$ cat config.mk
export PLATFORM = sky130hd
export DESIGN_NAME = div_seq_ctrl
export DESIGN_NICKNAME = d
export VERILOG_FILES = /design/src/rtl/div_seq_ctrl.sv
export SDC_FILE = /design/constraint.sdc
export NUM_CORES = 1
export LEC_CHECK = 0
export BUFFER_PORTS_ARGS = -buffer_cell sky130_fd_sc_hd__buf_2
export CORE_ASPECT_RATIO = 1.2
export CORE_MARGIN = 3
export CORE_UTILIZATION = 57
export CTS_BUF_LIST = sky130_fd_sc_hd__clkbuf_2 sky130_fd_sc_hd__clkbuf_4 sky130_fd_sc_hd__clkbuf_8
export DETAILED_ROUTE_END_ITERATION = 10
export GPL_TIMING_DRIVEN = 0
export PLACE_DENSITY = 0.8
export SLEW_MARGIN = 20
export SYNTH_ARGS = -nofsm -noshare
export SYNTH_HDL_FRONTEND = slang
export SYNTH_SLANG_ARGS = --single-unit
$ cat constraint.sdc
create_clock -name clk -period 4.25 [get_ports clk]
set_clock_uncertainty 0.15 [all_clocks]
set_input_delay 0.6375 -clock clk [delete_from_list [all_inputs] [get_ports clk]]
set_output_delay 0.6375 -clock clk [all_outputs]
set_load 0.02 [all_outputs]
$ cat src/rtl/div_seq_ctrl.sv
// Multi-cycle signed/unsigned W-bit divider sequencer, one non-restoring step per clock.
// Latency: done pulses W+1 edges after the accepting edge (first cycle after accept counts as 1, so done is in cycle W+2); divide-by-zero completes on the accepting edge.
// Backpressure: none; start is only honoured in IDLE, requests while busy or during done are dropped.
module div_seq_ctrl #(
   parameter int W  = 32,
   parameter int CW = 6
) (
   input  logic         clk,
   input  logic         rst_n,
   input  logic         start,
   input  logic         is_signed,
   input  logic [W-1:0] dividend,
   input  logic [W-1:0] divisor,
   output logic         busy,
   output logic         done,
   output logic         div_by_zero,
   output logic [W-1:0] quotient,
   output logic [W-1:0] remainder
);

   typedef enum logic [1:0] {IDLE, ITER, FIXUP, DONE} state_t;

   state_t        state_q, state_d;
   logic [CW-1:0] cnt_q, cnt_d;
   logic [W:0]    a_q, a_d;          // partial remainder, one extra bit for the sign
   logic [W-1:0]  q_q, q_d;          // dividend magnitude shifting into quotient bits
   logic [W-1:0]  m_q, m_d;          // divisor magnitude
   logic          sign_q_q, sign_q_d;
   logic          sign_m_q, sign_m_d;
   logic          busy_q, busy_d;
   logic          done_q, done_d;
   logic          dbz_q, dbz_d;
   logic [W-1:0]  quot_q, quot_d;
   logic [W-1:0]  rem_q, rem_d;

   logic [W-1:0]  mag_dd, mag_dv;
   logic [W:0]    a_sh, a_step;
   logic [W-1:0]  a_fix;

   // Operand magnitudes and the datapath for one non-restoring step and the final restore
   always_comb begin
      mag_dd = (is_signed && dividend[W-1]) ? (~dividend + W'(1)) : dividend;
      mag_dv = (is_signed && divisor[W-1])  ? (~divisor + W'(1))  : divisor;
      a_sh   = {a_q[W-1:0], q_q[W-1]};
      // Sign decision uses the pre-shift A; the W+1-bit wrap is harmless since the result lies in [-M, M)
      a_step = a_q[W] ? (a_sh + {1'b0, m_q}) : (a_sh - {1'b0, m_q});
      // Only the low W bits of the restored remainder matter: it is non-negative and below M
      a_fix  = a_q[W] ? (a_q[W-1:0] + m_q) : a_q[W-1:0];
   end

   // Next-state and registered-output logic
   always_comb begin
      state_d  = state_q;
      cnt_d    = cnt_q;
      a_d      = a_q;
      q_d      = q_q;
      m_d      = m_q;
      sign_q_d = sign_q_q;
      sign_m_d = sign_m_q;
      busy_d   = busy_q;
      done_d   = 1'b0;
      dbz_d    = dbz_q;
      quot_d   = quot_q;
      rem_d    = rem_q;
      unique case (state_q)
         IDLE: begin
            if (start) begin
               sign_q_d = is_signed & dividend[W-1];
               sign_m_d = is_signed & divisor[W-1];
               a_d      = '0;
               q_d      = mag_dd;
               m_d      = mag_dv;
               cnt_d    = '0;
               if (divisor == '0) begin
                  // Complete immediately: busy never rises, result is presented with done
                  state_d = DONE;
                  busy_d  = 1'b0;
                  done_d  = 1'b1;
                  dbz_d   = 1'b1;
                  quot_d  = '1;
                  rem_d   = dividend;
               end else begin
                  state_d = ITER;
                  busy_d  = 1'b1;
                  dbz_d   = 1'b0;
               end
            end
         end
         ITER: begin
            a_d   = a_step;
            q_d   = {q_q[W-2:0], ~a_step[W]};
            cnt_d = cnt_q + CW'(1);
            if (cnt_q == CW'(W - 1)) begin
               state_d = FIXUP;
            end
         end
         FIXUP: begin
            quot_d  = (sign_q_q ^ sign_m_q) ? (~q_q + W'(1)) : q_q;
            rem_d   = sign_q_q ? (~a_fix + W'(1)) : a_fix;
            state_d = DONE;
            busy_d  = 1'b0;
            done_d  = 1'b1;
         end
         DONE: begin
            state_d = IDLE;
         end
         default: begin
            state_d = IDLE;
         end
      endcase
   end

   // State and result registers, cleared asynchronously
   always_ff @(posedge clk or negedge rst_n) begin
      if (!rst_n) begin
         state_q  <= IDLE;
         cnt_q    <= '0;
         a_q      <= '0;
         q_q      <= '0;
         m_q      <= '0;
         sign_q_q <= 1'b0;
         sign_m_q <= 1'b0;
         busy_q   <= 1'b0;
         done_q   <= 1'b0;
         dbz_q    <= 1'b0;
         quot_q   <= '0;
         rem_q    <= '0;
      end else begin
         state_q  <= state_d;
         cnt_q    <= cnt_d;
         a_q      <= a_d;
         q_q      <= q_d;
         m_q      <= m_d;
         sign_q_q <= sign_q_d;
         sign_m_q <= sign_m_d;
         busy_q   <= busy_d;
         done_q   <= done_d;
         dbz_q    <= dbz_d;
         quot_q   <= quot_d;
         rem_q    <= rem_d;
      end
   end

   assign busy        = busy_q;
   assign done        = done_q;
   assign div_by_zero = dbz_q;
   assign quotient    = quot_q;
   assign remainder   = rem_q;

endmodule
Yosys cells after proc, flatten, opt, wreduce, memory -nomap -nowiden
Cells that the tools add are included.
- bitwise logic cells: 8
- add/subtract/negate cells: 8
- muxes and demuxes: 28
- reductions and logical operators: 11
- eq/ne operators: 7
- operators by type and width (kind ; count):
    $mux W32 ; 10
    $pmux W32 S2 ; 3
    $add A32 B1 Y32 const B ; 4
    $not A32 Y32 ; 4
    $mux W33 ; 2
    $pmux W33 S2 ; 1
    $add A33 B32 Y33 ; 1
    $sub A33 B32 Y33 ; 1
    $add A32 B32 Y32 ; 1
    $logic_not A32 Y1 ; 1
    $pmux W6 S2 ; 1
    $pmux W2 S4 ; 1
    $reduce_and A2 Y1 ; 4
    $add A6 B1 Y6 const B ; 1
    $eq A6 B5 Y1 const B ; 1
    $mux W2 ; 3
    $mux W6 ; 1
    $ne A2 B2 Y1 const B ; 3
    $eq A2 B2 Y1 const B ; 2
    $mux W1 ; 4
    $pmux W1 S2 ; 2
    $reduce_bool A2 Y1 ; 2
    $reduce_and A3 Y1 ; 1
    $and A1 B1 Y1 ; 2
    other kinds (5) ; 6
- input bits: 68
- word-level logic and storage cells: 74
- register bits after elaboration: 174

Longest topological paths before layout
Gate-level depths: netlist of run 1.
- word-level depth: 6
- depth in mapped cells: 21

Worst setup path after synthesis of run 1
No wires, ideal clock.
- path type: reg2reg
- from: register a_q[32]
- to: register q_q[0]
- path slack: -0.276 ns
- path buffers: 7
- cell stages (with the launch flop): 22
- clock period less this slack: 4.526 ns
- arrival time: 4.265 ns
- required time: 3.989 ns
- path through: dfrtp_1 -> buf_6 -> buf_6 -> clkbuf_8 -> buf_6 -> clkbuf_1 -> clkbuf_1 -> clkbuf_1 -> nor2_1 -> xor2_1 -> ha_1 -> nor2b_1 -> o21ai_0 -> a21boi_0 -> o2111ai_1 -> a21oi_1 -> o21ai_0 -> a31oi_1 -> a31oi_1 -> o21ai_0 -> xnor2_1 -> a222oi_1
- word-level cells in the longest chain between the ends: 3
- ends and longest elaborated chain (item ; line ; source):
    start, declared ; 25 ; logic [W:0] a_q, a_d;
    start signal, assigned ; 118 ; a_q <= '0;
    start signal, assigned ; 131 ; a_q <= a_d;
    $mux W33 ; 46 ; a_step = a_q[W] ? (a_sh + {1'b0, m_q}) : (a_sh - {1'b0, m_q});
    $not A1 Y1 ; 91 ; q_d = {q_q[W-2:0], ~a_step[W]};
    $pmux W32 S2 ; 65 ; unique case (state_q)
    end signal, assigned ; 132 ; q_q <= q_d;
    end, declared ; 26 ; logic [W-1:0] q_q, q_d;
No other way between the ends.
A chain may end at the register's enable or synchronous reset.

Final worst setup path of run 1
- from: register m_q[3]
- to: register a_q[23]
- word-level cells in the longest chain between the ends: 3
- elaborated cells between the ends (all ways): 4
- those cells by class: 2 x add/sub; 2 x mux
- ends and longest elaborated chain (item ; line ; source):
    start, declared ; 27 ; logic [W-1:0] m_q, m_d;
    start signal, assigned ; 133 ; m_q <= m_d;
    $sub A33 B32 Y33 or $add A33 B32 Y33 (tied branches) ; 46 ;
    $mux W33 (*) ; 46 ;
    $pmux W33 S2 (*) ; 65 ;
Every way passes the cells marked *; elsewhere a longest branch is shown, timed or not.

==> out/results.ini, run 1 <==
[outcome]
outcome=finished, violations left
violations=negative setup slack

[synth]
ys_seq_elements=174
synth.distinct_cells=98
yosysTopAreaCellShare_pct=30.6
synth_flop_cell=dfrtp_1
yosysSeqAreaShare_pct=30.6
syn-num-nets=1895
synth.avg_cell_area_um2=8.13
synth.largest_area_cell=dfrtp_1
synth.cell_area_um2=14200
synth_edf_count=0
yosys_warnings=0
postSynth.asyncResetShare_pct=100
synthTopCellsByArea=dfrtp_1 (31%), xor2_1 (6.6%), o21ai_0 (6.6%)
synth_cells=1753

[routing]
wl_per_cell_um=19.7
wirelength_um=44800
drtIter0Drc=987
dr.pass1.iters=5
antenna_left=0
vias=14100
drc=0
viasPerCell=6.21

[cells_and_area]
drive_gt1_share_pct=18.0
multi_input_area_um2=9760
area_growth_pct=16.3
antenna_cells=0
nNetsFinal=2085
design_area_um2=16600
register_area_um2=4360
fillerInstances=2014

[floorplanning]
row_count=62
die-area_um2=26900
ioPinCount=135
coreArea_um2=24300
chipHeight_um=179
die_x_um=150
start_util_pct=58.7

[critical_path]
critical_path_required_ps=4460
r2r_setup_slack_ps=-130
crit_family=compound AO/OA/AOI/OAI gates
rr_endpoint=a_q[23]
crit_path_max_incr_delay_ps=420
cp_slowest_cell=dfrtp_2
critical_path_arrival_ps=4590
crit_type=flop to flop
cp_max_fo=3
cp-end-kind=flop
r2r-start=m_q[3]
path_buf_inv=3
start_kind=flop
cp_cell_sequence=or3_4 -> or3_4 -> nor3_4 -> buf_4 -> a21oi_1 -> xor2_1 -> ha_1 -> a21o_1 -> a21o_1 -> a21o_1 -> a2111oi_4 -> o21a_1 -> buf_4 -> buf_4 -> a21oi_1 -> or3_1 -> a211oi_2 -> o41ai_1
r2r_cells=18

[global_routing]
grt_overflow=0
grt_pass1_wl_um=69800
track_usage_pct=33.0
grt_use_met2_pct=59.2
met3_usage_pct=4.17
grt_max_degree=102
use_met1_pct=37.7
top_usage_layer=met2
grt_pass1_vias=13700
antenna_found_initial=0

[clocking]
clock_path_buffers=2
clock_sinks=174
worst_skew_pair.late_latency_ps=500
root_buffer=clkbuf_8
cts_tree=built
cts_made_buffers=17
clk_pin_slew_ps=100
htreeDepth=4

[timing]
max_freq_ghz=0.228
fin_crit_sh_pct=103
finalSetupTns_ps=-805
fin_ws_ps=-132
hold_viol=0
tightest_slew_ps=973
rsz0062_at_grt=yes
period_needed_ps=4380
drv_slew=0
setup_violations=8
relSlewSlack_pct=34.4

[worst_hold_path]
hold_depth=3
holdCritPathClass=input pin to flop
hold_path_end=q_q[31]
hp-start=dividend[31]

[placement]
dpl.hpwl_um=34400
placed_area_um2=15400
place_congestion=1.01
port_buffers=134

[flow_run]
cap_violations=0

[per-stage QoR]
stage	worst slack [ps]	utilization, %	hold slack (ps)	std cells
2_1_floorplan	-37.1	-	192	1753
3_5_place_dp	-1750	63.3	328	2208
6_report	-132	68.2	265	2275
3_3_place_gp	-1720	63.1	316	2207
4_1_cts	-180	66.9	245	2264
5_1_grt	-278	68.2	278	2275
[synthesized netlist by cell type (4+ instances only)]
master	n
nor3_1	42
o22a_1	7
and2_1	10
clkbuf_1	55
ha_1	72
o211ai_1	8
a31oi_1	37
o41ai_1	11
o22ai_1	8
nand2_1	199
and4_1	4
dfrtp_1	174
or4_1	7
mux2i_1	28
a21boi_0	6
o41ai_2	4
a21oi_1	154
nand3_1	26
o21a_1	14
buf_1	4
nand2b_1	11
o31ai_1	22
a221oi_1	4
inv_1	44
o21ai_1	5
and3_1	13
xor2_1	108
buf_6	4
nor2b_1	11
nand4_1	22
xnor2_1	76
or2_2	4
nor3b_1	4
buf_2	16
o21ai_0	188
o21bai_1	8
a21o_1	34
nor2_1	163
a211oi_1	7
nor4_1	19
or3_1	29
[flip-flops by register name, indices dropped and copies added, names as in the netlist, 2 cells and up]
name       cells
cnt_q          6
q_q           32
a_q           33
quotient      32
remainder     32
state_q        2
m_q           32
[layout make-up]
| class | count | area share, % |
|---|---|---|
| plain buffers | 84 | 2.95 |
| clock buffers | 17 | 1.41 |
| clock inverters | 14 | 0.808 |
| inverters | 45 | 1.04 |
| multi-input cells | 1446 | 58.9 |
| flip-flops and latches | 174 | 26.3 |
| well taps | 320 | 2.42 |
| repair buffers | 175 | 6.10 |
[worst max path at each step]
stage	from	endpoint	slack [ps]	cells after the start
after floorplan	m_q[3]	q_q[0]	-40	18
after global placement	a_q[32]	q_q[0]	-1720	21
after detailed placement	a_q[32]	q_q[0]	-1750	21
after CTS	m_q[3]	a_q[31]	-180	19
after global routing	m_q[3]	a_q[24]	-280	19
final	m_q[3]	a_q[23]	-130	18
[worst min-delay path, cell delays in order]
cell,delay (ps)
buf_2,130
nand3_1,70
nand2_1,50
[logic make-up after synthesis]
group / share of synthesized area [%]
flip-flops: 30.6
XOR/XNOR: 11.3
AND/OR/NAND/NOR: 19.6
multiplexers: 2.20
adder cells (fa/ha/maj): 6.61
buffers and inverters: 4.17
AO/OA/AOI/OAI: 25.5
[layer usage]
| metal | wire length, um | vias up | share of wire (%) |
|---|---|---|---|
| li1 | - | 6737 | - |
| met1 | 16800 | 6616 | 37 |
| met2 | 22600 | 650 | 50 |
| met3 | 3160 | 126 | 7.1 |
| met4 | 2280 | 0 | 5.1 |
| met5 | 0 | - | 0 |
[repair_timing]
| action | in CTS | in global routing |
|---|---|---|
| setup endpoints to repair | 79 | 72 |
| hold endpoints to repair | 73 | 0 |
| pin swaps | 36 | 32 |
| gates resized for setup | 67 | 53 |
| setup buffers | 27 | 13 |
| hold buffers | 1 | 0 |
[layout by cell type, fill, tap and decap left out, types with 25 or more instances in the layout]
cell      Yosys  final
o21ai_0     188    175
or3_1        29     25
xor2_1      108    108
buf_2        16    149
a31oi_1      37     33
nor2_1      163    160
dfrtp_1     174    169
mux2i_1      28     28
nor3_1       42     36
nand3_1      26     26
inv_1        44     43
ha_1         72     69
clkbuf_1     55     46
xnor2_1      76     75
buf_4         2     42
a21o_1       34     34
a21oi_1     154    147
nand2_1     199    198
Power of run 1 is not shown: default switching activity piles up to over one toggle a cycle in this logic, so the estimate is an artifact.
==> inputs of run 2 (changes only) <==
TNS_END_PERCENT = 30   (was not set)
==> out/results.ini, run 2 (synthesis results as in run 1) <==
[worst_hold_path]
hold_path_end=q_q[31]
holdCritPathClass=input pin to flop
hp-start=dividend[31]
hold_depth=3

[timing]
max_freq_ghz=0.228
whs_ps=260
finalSetupTns_ps=-867
setup_violations=8
fin_crit_sh_pct=103
rsz0062_at_grt=yes
period_needed_ps=4390
tightest_slew_ps=994
relSlewSlack_pct=33.7
hold_viol=0
fin_ws_ps=-145
drv_slew=0

[clocking]
worst_skew_pair.late_latency_ps=500
htreeDepth=4
clk_pin_slew_ps=100
cts_tree=built
clock_path_buffers=2
root_buffer=clkbuf_8
clock_sinks=174
cts_made_buffers=17

[routing]
antenna_left=0
vias=14000
viasPerCell=6.16
drtIter0Drc=958
drc=0
wl_per_cell_um=19.8
wirelength_um=45000
dr.pass1.iters=5

[floorplanning]
coreArea_um2=24300
chipHeight_um=179
row_count=62
start_util_pct=58.7
die_x_um=150
ioPinCount=135
die-area_um2=26900

[cells_and_area]
design_area_um2=16500
nNetsFinal=2085
drive_gt1_share_pct=17.7
final_cell_mix=nand2_1 (198), o21ai_0 (176), dfrtp_1 (169)
area_growth_pct=16.1
antenna_cells=0
instances_no_fill=2275
layout_commonest_cell=nand2_1
regMostFlops=a_q
largest_register_ffs=33

[flow_run]
cap_violations=0

[critical_path]
cp-end-kind=flop
start_kind=flop
r2r_setup_slack_ps=-140
cp_max_fo=3
r2r-start=m_q[3]
crit_type=flop to flop
rr_endpoint=a_q[23]
r2r_cells=18
critical_path_required_ps=4470
critical_path_arrival_ps=4610

[placement]
placed_area_um2=15400
port_buffers=134
place_inst=2208
place_congestion=1.01
dpl.hpwl_um=34400

[global_routing]
grt_pass1_wl_um=69800
grt_overflow=0
grt_max_degree=102
grt_pass1_vias=13700
antenna_found_initial=0
track_usage_pct=33.0

[outcome]
outcome=finished, violations left
violations=negative setup slack

## run 2: worst max-delay path: stages (launching register included)
cell       delay (ps)
dfrtp_2           420
or3_4             400
or3_4             420
nor3_4            150
buf_4             160
a21oi_1            70
xor2_1            140
ha_1              200
a21o_1            200
a21o_1            180
a21o_1            220
a2111oi_4         310
o21a_1            260
buf_4             150
buf_4             100
a21oi_1            70
or3_1             360
a211oi_2          230
o41ai_1            90
## run 2: routing by layer
metal / wire length, um / track usage [%] / vias to the layer above
met1: 17100 / 37.7 / 6634
met3: 2830 / 4.17 / 114
met4: 2140 / 18.1 / 0
li1: - / - / 6720
met2: 22900 / 59.2 / 553
met5: 0 / 0 / -
## run 2: area by class of cell
type	instances	area [um^2]
Multi-Input combinational cell	1446	9740
Fill cell	2016	7740
Sequential cell	174	4360
Timing Repair Buffer	174	1000
Buffer	85	503
Tap cell	320	400
Clock buffer	17	234
Inverter	45	173
Clock inverter	14	134
## run 2: repair_timing
action | CTS | global route
resized for setup | 67 | 46
endpoints found under the setup margin | 79 | 72
hold buffers | 1 | 0
buffers inserted | 27 | 12
pin swaps | 36 | 28
endpoints found under the hold margin | 73 | 0
## run 2: through the flow
stage | util [%] | setup WS (ps)
3_5_place_dp | 63.3 | -1750
3_3_place_gp | 63.1 | -1720
2_1_floorplan | - | -37.1
6_report | 68.1 | -145
5_1_grt | 68.1 | -307
4_1_cts | 66.9 | -180
## run 2: worst max path at each step
stage,endpoint,cells after the start,start,slack (ps)
final,a_q[23],18,m_q[3],-140
after global routing,q_q[0],20,a_q[32],-310
after CTS,a_q[31],19,m_q[3],-180
after detailed placement,q_q[0],21,a_q[32],-1750
after global placement,q_q[0],21,a_q[32],-1720
after floorplan,q_q[0],18,m_q[3],-40
Power of run 2 is left out for the same reason.
==> inputs of run 3 (changes only) <==
CAP_MARGIN = 20   (was not set)
PLACE_DENSITY = 0.92   (was 0.8)
==> out/results.ini, run 3 (synthesis results as in run 1) <==
[critical_path]
start_kind=flop
crit_path_max_incr_delay_ps=420
crit_family=compound AO/OA/AOI/OAI gates
crit_type=flop to flop
path_buf_inv=0
rr_endpoint=a_q[25]
cp_cell_sequence=or3_4 -> nor3b_4 -> nand2b_4 -> o41ai_4 -> xnor2_1 -> ha_2 -> a21o_1 -> a21o_1 -> a21o_1 -> a2111oi_4 -> o21a_1 -> a211oi_4 -> o31a_1 -> or3_1 -> a32o_1
cp-end-kind=flop
r2r-start=m_q[2]
worst_path_most_repeated_cell=a21o_1
setup.worst_path.start=m_q[2]
critical_path_arrival_ps=4780
cp_slowest_cell=dfrtp_2
critical_path_required_ps=4470
r2r_setup_slack_ps=-320
cp_max_fo=5
r2r_cells=15

[timing]
drv_slew=0
hold_viol=1
relSlewSlack_pct=42.1
max_freq_ghz=0.219
fin_crit_sh_pct=107
fin_ws_ps=-317
rsz0062_at_grt=yes
period_needed_ps=4570
setup_violations=12
whs_ps=-1.58
tightest_slew_ps=862

[clocking]
clock_path_buffers=2
clk_pin_slew_ps=110
cts_tree=built
hold_buffers=0
htreeDepth=4
cts_made_buffers=17
worst_skew_pair.late_latency_ps=490
clock_sinks=174
root_buffer=clkbuf_8

[placement]
dpl.hpwl_um=33800
dp_slack_ps=-1550
place_congestion=0.937
port_buffers=134

[cells_and_area]
nNetsFinal=2077
area_growth_pct=15.2
regMostFlops=a_q
drive_gt1_share_pct=17.6
largest_register_ffs=33
final_cell_mix=nand2_1 (199), o21ai_0 (178), dfrtp_1 (168)
antenna_cells=0
layout_commonest_cell=nand2_1
fillerInstances=1867

[global_routing]
antenna_found_initial=0
grt_overflow=0
grt_pass1_wl_um=69100
track_usage_pct=32.4
grt_max_degree=95
grt_pass1_vias=13900

[floorplanning]
chipHeight_um=179
die-area_um2=26900
die_x_um=150
coreArea_um2=24300
ioPinCount=135
row_count=62
start_util_pct=58.7

[routing]
drtIter0Drc=1268
vias=14600
route.met2.wl_um=21500
wl_per_cell_um=19.6
antenna_left=0
highest_layer=met4
wirelength_um=44500
drc=0
wl_met1_um=16000
viasPerCell=6.42
routed-wl-met3_um=4020
dr.pass1.iters=6

[outcome]
violations=negative hold slack, negative setup slack
outcome=finished, violations left

[worst_hold_path]
holdCritPathClass=input pin to asynchronous set/reset pin

[flow_run]
cap_violations=0

## run 3: changes by cell type in the layout (fill, tap and decap cells not counted), sizes merged
cell         change
buf              -7
clkinvlp         -4
inv              +3
clkbuf           +2
dlygate4sd3      -1
## run 3: worst max path at each step
stage / end / slack (ps) / depth (start not counted)
2_1_floorplan: q_q[0] / -40 / 18
3_3_place_gp: q_q[0] / -1550 / 21
3_5_place_dp: q_q[0] / -1550 / 21
4_1_cts: a_q[31] / -160 / 19
5_1_grt: a_q[29] / -420 / 17
6_report: a_q[25] / -320 / 15
## run 3: what timing repair did
item,in CTS,in global routing
setup endpoints to repair,79,72
pin swaps,44,44
setup buffers,24,10
gates resized for setup,59,45
## run 3: layer usage
metal / track usage (%) / vias to the layer above
li1: - / 6736
met1: 37.0 / 6797
met2: 55.8 / 822
met3: 4.91 / 199
met4: 21.3 / 0
met5: 0 / -
## run 3: area by class of cell
cell class | count | area, um^2 | share of cell area, %
multi-input cells | 1446 | 9690 | 59.0
clock buffers | 19 | 255 | 1.56
repair buffers | 167 | 952 | 5.80
well taps | 320 | 400 | 2.44
plain buffers | 84 | 453 | 2.76
clock inverters | 13 | 128 | 0.778
flip-flops and latches | 174 | 4360 | 26.6
inverters | 45 | 169 | 1.03
## run 3: metrics by stage
step,setup TNS (ps),cells,util (%),hold slack (ps),instance area (um^2)
final,-2300,2268,67.6,-1.58,16400
after floorplan,-77.9,1753,-,192,14300
after CTS,-622,2260,66.5,34.2,16100
after global placement,-69320,2207,63.1,316,15300
after detailed placement,-63210,2208,63.3,328,15400
after global routing,-3800,2268,67.6,43.7,16400
Power of run 3 is left out for the same reason.
